**config.mk**
```make
export PLATFORM = sky130hd
export DESIGN_NAME = calendar_set_flat
export DESIGN_NICKNAME = d
export VERILOG_FILES = /design/src/rtl/calendar_set_if.sv /design/src/rtl/calendar_set.sv /design/src/flat_wrapper.sv
export SDC_FILE = /design/constraint.sdc
export NUM_CORES = 1
export LEC_CHECK = 0
export ABC_CLOCK_PERIOD_IN_PS = 6900
export BUFFER_PORTS_ARGS = -buffer_cell sky130_fd_sc_hd__buf_2
export CORE_UTILIZATION = 40
export DETAILED_ROUTE_END_ITERATION = 12
export SYNTH_ARGS = -nofsm -noshare
export SYNTH_HDL_FRONTEND = slang
export SYNTH_SLANG_ARGS = --single-unit
```
**constraint.sdc**
```tcl
create_clock -name clk -period 6.9 [get_ports clk]
set_input_delay 0.69 -clock clk [delete_from_list [all_inputs] [get_ports clk]]
set_output_delay 0.69 -clock clk [all_outputs]
set_load 0.02 [all_outputs]
```
**src/rtl/calendar_set_if.sv**
```systemverilog
// ============================================================================
// Module : calendar_set_if
// Brief  : Edit/tick inputs and BCD calendar outputs of calendar_set.
// Rev    : 1.0  initial release
// ============================================================================
`default_nettype none

interface calendar_set_if #(
  parameter int YEAR_DIGITS = 2
);
  logic                       day_tick;
  logic [1:0]                 field_sel;
  logic                       inc;
  logic                       dec;
  logic [3:0]                 date_t;
  logic [3:0]                 date_s;
  logic [3:0]                 mon_t;
  logic [3:0]                 mon_s;
  logic [4*YEAR_DIGITS-1:0]   year_bcd;
  logic                       year_wrap;

  modport master (
    output day_tick, field_sel, inc, dec,
    input  date_t, date_s, mon_t, mon_s, year_bcd, year_wrap
  );

  modport slave (
    input  day_tick, field_sel, inc, dec,
    output date_t, date_s, mon_t, mon_s, year_bcd, year_wrap
  );
endinterface

`default_nettype wire

```
**src/rtl/calendar_set.sv**
```systemverilog
// ============================================================================
// Module : calendar_set
// Brief  : Settable BCD date/month/year calendar advanced by day_tick.
//          Leap-year February is enabled by macro CAL_LEAP_YEAR_EN.
// Rev    : 1.0  initial release
// ============================================================================
`default_nettype none

module calendar_set #(
  parameter int YEAR_DIGITS = 2,
  parameter int RST_MON     = 1,
  parameter int RST_DATE    = 1
) (
  input  logic         clk,
  input  logic         rst_n,
  calendar_set_if.slave bus
);

  localparam int              YW           = 4 * YEAR_DIGITS;
  localparam logic [3:0]      C_RST_DATE_T = 4'(RST_DATE / 10);
  localparam logic [3:0]      C_RST_DATE_S = 4'(RST_DATE % 10);
  localparam logic [3:0]      C_RST_MON_T  = 4'(RST_MON / 10);
  localparam logic [3:0]      C_RST_MON_S  = 4'(RST_MON % 10);
  localparam logic [YW-1:0]   C_YEAR_MAX   = {YEAR_DIGITS{4'h9}};

  logic [3:0]    date_t_q, date_t_d, date_s_q, date_s_d;
  logic [3:0]    mon_t_q, mon_t_d, mon_s_q, mon_s_d;
  logic [YW-1:0] year_q, year_d;
  logic          year_wrap_q, year_wrap_d;

  logic [4:0]    date_bin, mon_bin, cur_max;
  logic [4:0]    date_n, mon_n, new_max, date_c;
  logic          edit;
  logic          leap_cur, leap_new;

  function automatic logic [4:0] bcd_to_bin(input logic [3:0] t, input logic [3:0] s);
    logic [4:0] base;
    case (t)
      4'd1:    base = 5'd10;
      4'd2:    base = 5'd20;
      4'd3:    base = 5'd30;
      default: base = 5'd0;
    endcase
    return base + {1'b0, s};
  endfunction

  // Ones digit via mod-16 arithmetic: the true remainder always fits in 4 bits.
  function automatic logic [7:0] bin_to_bcd(input logic [4:0] v);
    if (v >= 5'd30)      return {4'd3, v[3:0] - 4'd14};
    else if (v >= 5'd20) return {4'd2, v[3:0] - 4'd4};
    else if (v >= 5'd10) return {4'd1, v[3:0] - 4'd10};
    else                 return {4'd0, v[3:0]};
  endfunction

  function automatic logic [4:0] max_day(input logic [4:0] m, input logic leap);
    case (m)
      5'd2:                     return leap ? 5'd29 : 5'd28;
      5'd4, 5'd6, 5'd9, 5'd11:  return 5'd30;
      default:                  return 5'd31;
    endcase
  endfunction

  function automatic logic [YW-1:0] year_step(input logic [YW-1:0] y, input logic up);
    logic [YW-1:0] r;
    logic          carry;
    r     = y;
    carry = 1'b1;
    for (int i = 0; i < YEAR_DIGITS; i++) begin
      if (carry) begin
        if (up) begin
          if (y[4*i +: 4] == 4'd9) r[4*i +: 4] = 4'd0;
          else begin
            r[4*i +: 4] = y[4*i +: 4] + 4'd1;
            carry       = 1'b0;
          end
        end else begin
          if (y[4*i +: 4] == 4'd0) r[4*i +: 4] = 4'd9;
          else begin
            r[4*i +: 4] = y[4*i +: 4] - 4'd1;
            carry       = 1'b0;
          end
        end
      end
    end
    return r;
  endfunction

`ifdef CAL_LEAP_YEAR_EN
  // A two-digit BCD number is a multiple of 4 iff (tens even, ones 0/4/8) or (tens odd, ones 2/6).
  function automatic logic div4(input logic tens_odd, input logic [3:0] ones);
    if (tens_odd) return (ones == 4'd2) || (ones == 4'd6);
    else          return (ones == 4'd0) || (ones == 4'd4) || (ones == 4'd8);
  endfunction

  generate
    if (YEAR_DIGITS == 4) begin : g_leap4
      always_comb begin
        leap_cur = div4(year_q[4], year_q[3:0]) &&
                   ((year_q[7:0] != 8'h00) || div4(year_q[12], year_q[11:8]));
        leap_new = div4(year_d[4], year_d[3:0]) &&
                   ((year_d[7:0] != 8'h00) || div4(year_d[12], year_d[11:8]));
      end
    end else begin : g_leap2
      always_comb begin
        leap_cur = div4(year_q[4], year_q[3:0]);
        leap_new = div4(year_d[4], year_d[3:0]);
      end
    end
  endgenerate
`else
  assign leap_cur = 1'b0;
  assign leap_new = 1'b0;
`endif

  assign date_bin = bcd_to_bin(date_t_q, date_s_q);
  assign mon_bin  = bcd_to_bin(mon_t_q, mon_s_q);
  assign cur_max  = max_day(mon_bin, leap_cur);
  assign edit     = (bus.inc ^ bus.dec) && (bus.field_sel != 2'd3);

  // Edits win over day_tick; a tick coinciding with an edit is dropped.
  always_comb begin
    date_n      = date_bin;
    mon_n       = mon_bin;
    year_d      = year_q;
    year_wrap_d = 1'b0;
    if (edit) begin
      case (bus.field_sel)
        2'd0: begin
          if (bus.inc) date_n = (date_bin >= cur_max) ? 5'd1 : date_bin + 5'd1;
          else         date_n = (date_bin <= 5'd1) ? cur_max : date_bin - 5'd1;
        end
        2'd1: begin
          if (bus.inc) mon_n = (mon_bin >= 5'd12) ? 5'd1 : mon_bin + 5'd1;
          else         mon_n = (mon_bin <= 5'd1) ? 5'd12 : mon_bin - 5'd1;
        end
        2'd2:    year_d = year_step(year_q, bus.inc);
        default: ;
      endcase
    end else if (bus.day_tick) begin
      if (date_bin >= cur_max) begin
        date_n = 5'd1;
        if (mon_bin >= 5'd12) begin
          mon_n       = 5'd1;
          year_d      = year_step(year_q, 1'b1);
          year_wrap_d = (year_q == C_YEAR_MAX);
        end else begin
          mon_n = mon_bin + 5'd1;
        end
      end else begin
        date_n = date_bin + 5'd1;
      end
    end
  end

  // Clamp against the month and year that will be registered this cycle.
  always_comb begin
    new_max              = max_day(mon_n, leap_new);
    date_c               = (date_n > new_max) ? new_max : date_n;
    {date_t_d, date_s_d} = bin_to_bcd(date_c);
    {mon_t_d, mon_s_d}   = bin_to_bcd(mon_n);
  end

  always_ff @(posedge clk or negedge rst_n) begin
    if (!rst_n) begin
      date_t_q    <= C_RST_DATE_T;
      date_s_q    <= C_RST_DATE_S;
      mon_t_q     <= C_RST_MON_T;
      mon_s_q     <= C_RST_MON_S;
      year_q      <= '0;
      year_wrap_q <= 1'b0;
    end else begin
      date_t_q    <= date_t_d;
      date_s_q    <= date_s_d;
      mon_t_q     <= mon_t_d;
      mon_s_q     <= mon_s_d;
      year_q      <= year_d;
      year_wrap_q <= year_wrap_d;
    end
  end

  assign bus.date_t    = date_t_q;
  assign bus.date_s    = date_s_q;
  assign bus.mon_t     = mon_t_q;
  assign bus.mon_s     = mon_s_q;
  assign bus.year_bcd  = year_q;
  assign bus.year_wrap = year_wrap_q;

endmodule

`default_nettype wire

```
**src/flat_wrapper.sv**
```systemverilog
// flat-port wrapper written by rule: the top's interface ports become plain ports
module calendar_set_flat 
#(
  parameter int YEAR_DIGITS = 2,
  parameter int RST_MON     = 1,
  parameter int RST_DATE    = 1
)
  (clk, rst_n, bus_day_tick, bus_field_sel, bus_inc, bus_dec, bus_date_t, bus_date_s, bus_mon_t, bus_mon_s, bus_year_bcd, bus_year_wrap);
  calendar_set_if #(.YEAR_DIGITS(YEAR_DIGITS)) bus_i ();
  input  logic clk;
  input  logic rst_n;
  input wire logic [$bits(bus_i.day_tick)-1:0] bus_day_tick;
  input wire logic [$bits(bus_i.field_sel)-1:0] bus_field_sel;
  input wire logic [$bits(bus_i.inc)-1:0] bus_inc;
  input wire logic [$bits(bus_i.dec)-1:0] bus_dec;
  output wire logic [$bits(bus_i.date_t)-1:0] bus_date_t;
  output wire logic [$bits(bus_i.date_s)-1:0] bus_date_s;
  output wire logic [$bits(bus_i.mon_t)-1:0] bus_mon_t;
  output wire logic [$bits(bus_i.mon_s)-1:0] bus_mon_s;
  output wire logic [$bits(bus_i.year_bcd)-1:0] bus_year_bcd;
  output wire logic [$bits(bus_i.year_wrap)-1:0] bus_year_wrap;
  assign bus_i.day_tick = bus_day_tick;
  assign bus_i.field_sel = bus_field_sel;
  assign bus_i.inc = bus_inc;
  assign bus_i.dec = bus_dec;
  assign bus_date_t = bus_i.date_t;
  assign bus_date_s = bus_i.date_s;
  assign bus_mon_t = bus_i.mon_t;
  assign bus_mon_s = bus_i.mon_s;
  assign bus_year_bcd = bus_i.year_bcd;
  assign bus_year_wrap = bus_i.year_wrap;
  calendar_set #(.YEAR_DIGITS(YEAR_DIGITS), .RST_MON(RST_MON), .RST_DATE(RST_DATE)) u_core (.clk(clk), .rst_n(rst_n), .bus(bus_i));
endmodule
```
Word level (Yosys, flattened, before mapping). Index checks and enable logic that the tools add are counted.

Bits of input ports: 7. Register bits: 25. Output and inout port bits: 25. Logic and storage cells: 121.

Bitwise operators: 1. $add $sub $neg: 16. Reductions and logical operators: 12. $lt $le $gt $ge: 11. Muxes and demuxes: 50. Eq/ne operators: 24.

Operators by type and width (count): 5-bit 2-to-1 mux (16); 8-bit 2-to-1 mux (9); 4-bit 2-to-1 mux (8); 5-bit one-hot mux with 3 select lines (2); 5-bit by 3-bit equality test with 1-bit output, second input constant (4); 5-bit by 4-bit equality test with 1-bit output, second input constant (4); 5-bit greater-or-equal comparator, second input constant (4); 4-bit by 2-bit equality test with 1-bit output, second input constant (4); 4-bit subtractor, second input constant (4); 5-bit by 4-bit greater-or-equal comparator with 1-bit output, second input constant (3); 1-bit 2-to-1 mux (13); 5-bit by 1-bit adder with 5-bit output, second input constant (2); 5-bit by 4-bit adder with 5-bit output (2); 5-bit by 2-bit equality test with 1-bit output, second input constant (2); 5-bit by 1-bit <= comparator with 1-bit output, second input constant (2); 5-bit by 1-bit subtractor with 5-bit output, second input constant (2); 4-bit by 1-bit adder with 4-bit output, second input constant (2); 4-bit by 1-bit equality test with 1-bit output, second input constant (2); 4-bit equality test, second input constant (2); 8-bit equality test, second input constant (1); 4-bit logical NOT (2); 2-bit one-hot mux with 2 select lines (2); 2-bit nonzero test (4); 4-bit OR reduction (2); other kinds (12) (16).

Logic depth before layout (Yosys ltp).
Word-level depth: 19. Depth in mapped cells: 30. Gate-level depth less buffers: 27.

Least setup slack after synthesis. OpenSTA, ideal clock, no wires.

Kind: register to register. Start: reg u_core.mon_t_q[0] (netlist: u_core.bus.mon_t[0]). End: reg u_core.date_s_q[1] (netlist: u_core.bus.date_s[1]). Arrival time: 5.782 ns. Clock period less this slack: 5.861 ns. Path slack: 1.039 ns. Required time: 6.821 ns. Library setup time: 0.079 ns. Stages on the path, launching flop included: 29. Buffers on the path: 2. Cells stage by stage: dfrtp_1 clkbuf_1 ha_1 inv_1 fa_1 clkbuf_1 inv_1 a21o_1 o221ai_1 ha_1 nand2b_1 a21oi_1 nor4_4 mux2i_1 o2111ai_2 and2_1 nand4_1 inv_1 ha_1 nor2b_1 o21ai_0 nor4_2 mux2i_2 ha_1 nand3_1 a41oi_1 a21oi_1 or2_1 mux2i_1.

Longest elaborated chain between the ends: 19. Elaborated cells between the ends (all ways): 48. Classes of those cells: add/sub: 6; order compare: 7; eq/ne: 13; mux: 20; reduce/logical: 2.

Ends and longest elaborated chain: start, declared (line calendar_set.sv:27) `logic [3:0] mon_t_q, mon_t_d, mon_s_q, mon_s_d;`; start signal, assigned (line calendar_set.sv:174) `mon_t_q <= mon_t_d;`; 4-bit by 2-bit equality test with 1-bit output or 4-bit by 1-bit equality test with 1-bit output (tied branches) (line calendar_set.sv:38) `case (t)`; 5-bit one-hot mux with 3 select lines * (line calendar_set.sv:38); 5-bit by 4-bit adder with 5-bit output * (line calendar_set.sv:44) `return base + {1'b0, s};`; 5-bit by 3-bit equality test with 1-bit output or 5-bit by 4-bit equality test with 1-bit output (tied branches) (line calendar_set.sv:56) `case (m)`; 4-bit OR reduction (line calendar_set.sv:56); 2-bit one-hot mux with 2 select lines (line calendar_set.sv:56); 5-bit greater-or-equal comparator (line calendar_set.sv:129, calendar_set.sv:140); 5-bit 2-to-1 mux (line calendar_set.sv:140) `if (date_bin >= cur_max) begin`; (+4 left out); 2-bit one-hot mux with 2 select lines (line calendar_set.sv:56); 5-bit > comparator (line calendar_set.sv:158) `date_c = (date_n > new_max) ? new_max : date_n;`; 5-bit 2-to-1 mux * (line calendar_set.sv:158); 4-bit subtractor or 5-bit by 4-bit greater-or-equal comparator with 1-bit output (tied branches) (line calendar_set.sv:51) `else if (v >= 5'd10) return {4'd1, v[3:0] - 4'd10};`; 5-bit 2-to-1 mux (line calendar_set.sv:51); 8-bit 2-to-1 mux (line calendar_set.sv:50) `else if (v >= 5'd20) return {4'd2, v[3:0] - 4'd4};`; 8-bit 2-to-1 mux * (line calendar_set.sv:49) `if (v >= 5'd30) return {4'd3, v[3:0] - 4'd14};`; via u_core.date_s_d[1] (line calendar_set.sv:26) `logic [3:0] date_t_q, date_t_d, date_s_q, date_s_d;`; end signal, assigned (line calendar_set.sv:173) `date_s_q <= date_s_d;`; end, declared (line calendar_set.sv:26).

Mark *: on every way through the listed nets, which the timed path passes. The rest lies on a longest branch. A chain may end at the register's enable or synchronous reset.

Final worst setup path. Same ends and word-level chain as after synthesis.

==> run summary <==
Once the floorplan was initialized, standard cells occupied 41.8% of the core. Count of H-tree levels built during CTS: 1. Entering global routing, the biggest net connects 22 pins. The final number of hold-violating endpoints was 0. The share of the clock period used by the worst path after layout works out to 90.3%. Subtracting the final worst setup slack from the clock period gives 6.23 ns. The mean post-synth cell area works out to 7.70 um^2. The number of vias in the routed layout was 2962; the setup TNS after final layout was 0 ns. Buffers inserted during clock tree synthesis total 3. The run gives 0 as the number of antenna violations at the first check in global routing. The number of iterations in the first detailed-routing pass was 5; the antenna cell count was 0. Pin placement for this block handled 32 I/O pins. In this run the worst path has a maximum fanout of 13. Data arrives at the worst endpoint at 6.37 ns. The die is 86.7 um wide. The number of vias per cell after detailed routing was 6.15; the last weighted congestion value of the routability-driven placer was 0.932. The worst setup path is captured at a flip-flop.

The logs give 76 for the number of different library cells in the post-synthesis netlist and 5860 um for the detailed placement HPWL. Max-cap violations in this run came to 0. After detailed routing, the average wire length per cell comes to 15.9 um. The clock arrives with 0.00930 ns of skew. For the total number of clock tree sinks, the log shows 21.

Timing would allow up to 0.161 GHz. The wire length of the first global-routing pass was 13200 um. Count of flip-flops with a built-in enable after synthesis: 0.

After detailed routing, the number of remaining DRC violations is 0. Class of the tightest hold or removal check: primary input to async pin. The die boundary height came out at 86.7 um. The run finished with clean final reports. The startpoint of the worst-slack reg-to-reg timing path is u_core.bus.mon_t[0]. Setup violations remaining at the end of the flow were counted as 0. TritonCTS built the clock tree.

For this run, asynchronously set or reset flops after synthesis account for 100%. The post-synthesis cell area is 2870 um^2, and the number of input and output port buffers inserted is 27. The most instantiated flip-flop cell in the synthesis netlist is sky130_fd_sc_hd__dfrtp_1. In this run the standard cell core region covers 6870 um^2. The number of DRC violations after detailed-routing iteration 0 is 263, and the routed wire length is 7670 um. Headroom to the max-slew limit came out at 37.9%. The tree is rooted in a sky130_fd_sc_hd__clkbuf_8.

Sequential cells were found to cover 18.4% of the synthesized design area. STA classifies the critical path startpoint as a flip-flop. Class of the most critical setup path: flip-flop to flip-flop. The longest clock path from root to sink contains 2 buffers. The run gives 422 as the number of nets in the layout. Clock latency on the worst-skew pair, taken at its later pin, is 0.26 ns. Compared with the post-synthesis result, the final layout area differs by 7.76%. The run gives 0 as the synthesis warning total.

The total grt overflow is 0. The logs give 30 for the floorplan row count and 373 for the synthesized instance count. The transition time at the pin with the least slew margin was 0.920 ns; the clock-pin slew of the registers on the worst-case setup and hold paths was 0.08 ns.

The flop and latch count out of synthesis is 21. The all-layer global routing usage came out at 21.7%. The overall die area is 7520 um^2, and the layout cell share with drive strength beyond 1 is 14.2%. The run gives 0 as the number of max-slew violations in the final report. The critical path starts at u_core.bus.mon_t[0]. The run gives 2687 as the number of global-route vias before repair. For the worst setup path, the data required time is 7.04 ns. Setup repair after global routing left no endpoint under its margin. In this run the remaining antenna-violating nets after routing total 0.
registers in the layout, summed over array words and instances, names as in the netlist:
signal                count
u_core.bus.date_t         2
u_core.bus.mon_s          4
u_core.bus.date_s         4
u_core.bus.mon_t          2
u_core.bus.year_wrap      1
u_core.bus.year_bcd       8
path summary, 6_finish.rpt:
| check | depth (start not counted) | to | slack [ns] |
|---|---|---|---|
| worst max-delay path | 26 | u_core.bus.date_s[1] | 0.67 |
| worst min-delay path | 1 | u_core.bus.year_bcd[3] | 0.39 |
| worst max register to register | 26 | u_core.bus.date_s[1] | 0.67 |
| worst min register to register | 1 | u_core.bus.year_bcd[2] | 0.65 |
| max in group asynchronous | 1 | u_core.bus.mon_s[0] | 6.14 |
| min in group clk | 1 | u_core.bus.year_bcd[2] | 0.65 |
through the flow:
stage / setup WS, ns / util [%] / hold slack [ns] / instance area, um^2 / instances
6_report: 0.672 / 45.0 / 0.388 / 3090 / 482
5_1_grt: 0.0428 / 45.0 / 0.417 / 3090 / 482
4_1_cts: 0.560 / 44.9 / 0.401 / 3090 / 482
3_5_place_dp: 0.567 / 44.3 / 0.628 / 3040 / 478
3_3_place_gp: 0.830 / 44.3 / 0.643 / 3040 / 478
2_1_floorplan: 1.04 / - / 0.394 / 2880 / 376
synthesized netlist by cell type, drive strengths merged (5+ instances only):
cell type | n | area (um^2)
a211oi | 10 | 85.1
a21o | 7 | 52.6
a21oi | 14 | 73.8
a31oi | 8 | 50.1
buf | 10 | 62.6
clkbuf | 13 | 48.8
dfrtp | 19 | 475
ha | 26 | 325
inv | 25 | 93.8
mux2i | 5 | 53.8
nand2 | 29 | 111
nand2b | 6 | 37.5
nand3 | 18 | 90.1
nor2 | 31 | 119
nor2b | 7 | 43.8
nor3 | 9 | 45.0
nor4 | 7 | 71.3
o211ai | 7 | 52.6
o21ai | 29 | 149
o22ai | 7 | 43.8
o31ai | 5 | 37.5
or2 | 5 | 31.3
xnor2 | 6 | 52.6
xor2 | 5 | 43.8
metal layers:
metal	share of wire, %	wire length (um)	vias up	global-route usage [%]
met2	46	3560	121	35.8
met3	6.4	488	11	1.33
met1	46	3510	1409	30.3
li1	-	-	1421	-
met4	1.5	115	0	6.67
met5	0	0	-	0
layout make-up:
class / count / area (um^2)
clock buffers: 4 / 45.0
fillers: 684 / 3780
inverters: 25 / 93.8
multi-input cells: 307 / 2160
flip-flops and latches: 21 / 528
well taps: 96 / 120
repair buffers: 29 / 150
cells in the final DEF (no fill, tap or decap), types with 8 or more instances in the layout:
master | synthesis | final
sky130_fd_sc_hd__nor3_1 | 9 | 9
sky130_fd_sc_hd__buf_2 | 2 | 27
sky130_fd_sc_hd__o21ai_0 | 21 | 21
sky130_fd_sc_hd__nand3_1 | 18 | 18
sky130_fd_sc_hd__a31oi_1 | 8 | 8
sky130_fd_sc_hd__a211oi_1 | 8 | 8
sky130_fd_sc_hd__nor2_1 | 30 | 30
sky130_fd_sc_hd__dfrtp_1 | 19 | 19
sky130_fd_sc_hd__nand2_1 | 28 | 28
sky130_fd_sc_hd__inv_1 | 24 | 24
sky130_fd_sc_hd__a21oi_1 | 13 | 13
sky130_fd_sc_hd__ha_1 | 26 | 26
what timing repair did:
action	4_1_cts	5_1_grt
hold buffers	0	0
setup buffers	0	0
gates resized for setup	0	1
setup endpoints to repair	0	3
cells by family after synthesis:
kind of cell    share of synthesized area (%)
fa+ha+maj                                12.7
xor+xnor                                 3.36
simple gates                             23.5
flops                                    18.4
buf+inv                                  7.15
mux                                      2.27
other cells                             0.131
compound gates                           32.4
critical path: stages (launching register included):
cell                        delay (ns)
sky130_fd_sc_hd__dfrtp_1          0.37
sky130_fd_sc_hd__ha_1             0.19
sky130_fd_sc_hd__inv_1            0.06
sky130_fd_sc_hd__fa_1             0.73
sky130_fd_sc_hd__inv_1            0.15
sky130_fd_sc_hd__a21o_1           0.20
sky130_fd_sc_hd__o221ai_1         0.21
sky130_fd_sc_hd__ha_1             0.28
sky130_fd_sc_hd__nand2b_1         0.17
sky130_fd_sc_hd__a21oi_1          0.41
sky130_fd_sc_hd__nor4_4           0.12
sky130_fd_sc_hd__mux2i_1          0.21
sky130_fd_sc_hd__o2111ai_2        0.28
sky130_fd_sc_hd__and2_1           0.29
sky130_fd_sc_hd__nand4_1          0.12
sky130_fd_sc_hd__inv_1            0.06
sky130_fd_sc_hd__ha_1             0.28
sky130_fd_sc_hd__nor2b_1          0.12
sky130_fd_sc_hd__o21ai_0          0.09
sky130_fd_sc_hd__nor4_2           0.31
sky130_fd_sc_hd__mux2i_2          0.38
sky130_fd_sc_hd__ha_1             0.23
sky130_fd_sc_hd__nand3_1          0.08
sky130_fd_sc_hd__a41oi_2          0.31
sky130_fd_sc_hd__nor2_1           0.09
sky130_fd_sc_hd__a311oi_1         0.25
sky130_fd_sc_hd__mux2i_1          0.11
Power is not shown: default switching activity piles up to over one toggle a cycle in this logic, so the estimate is an artifact.
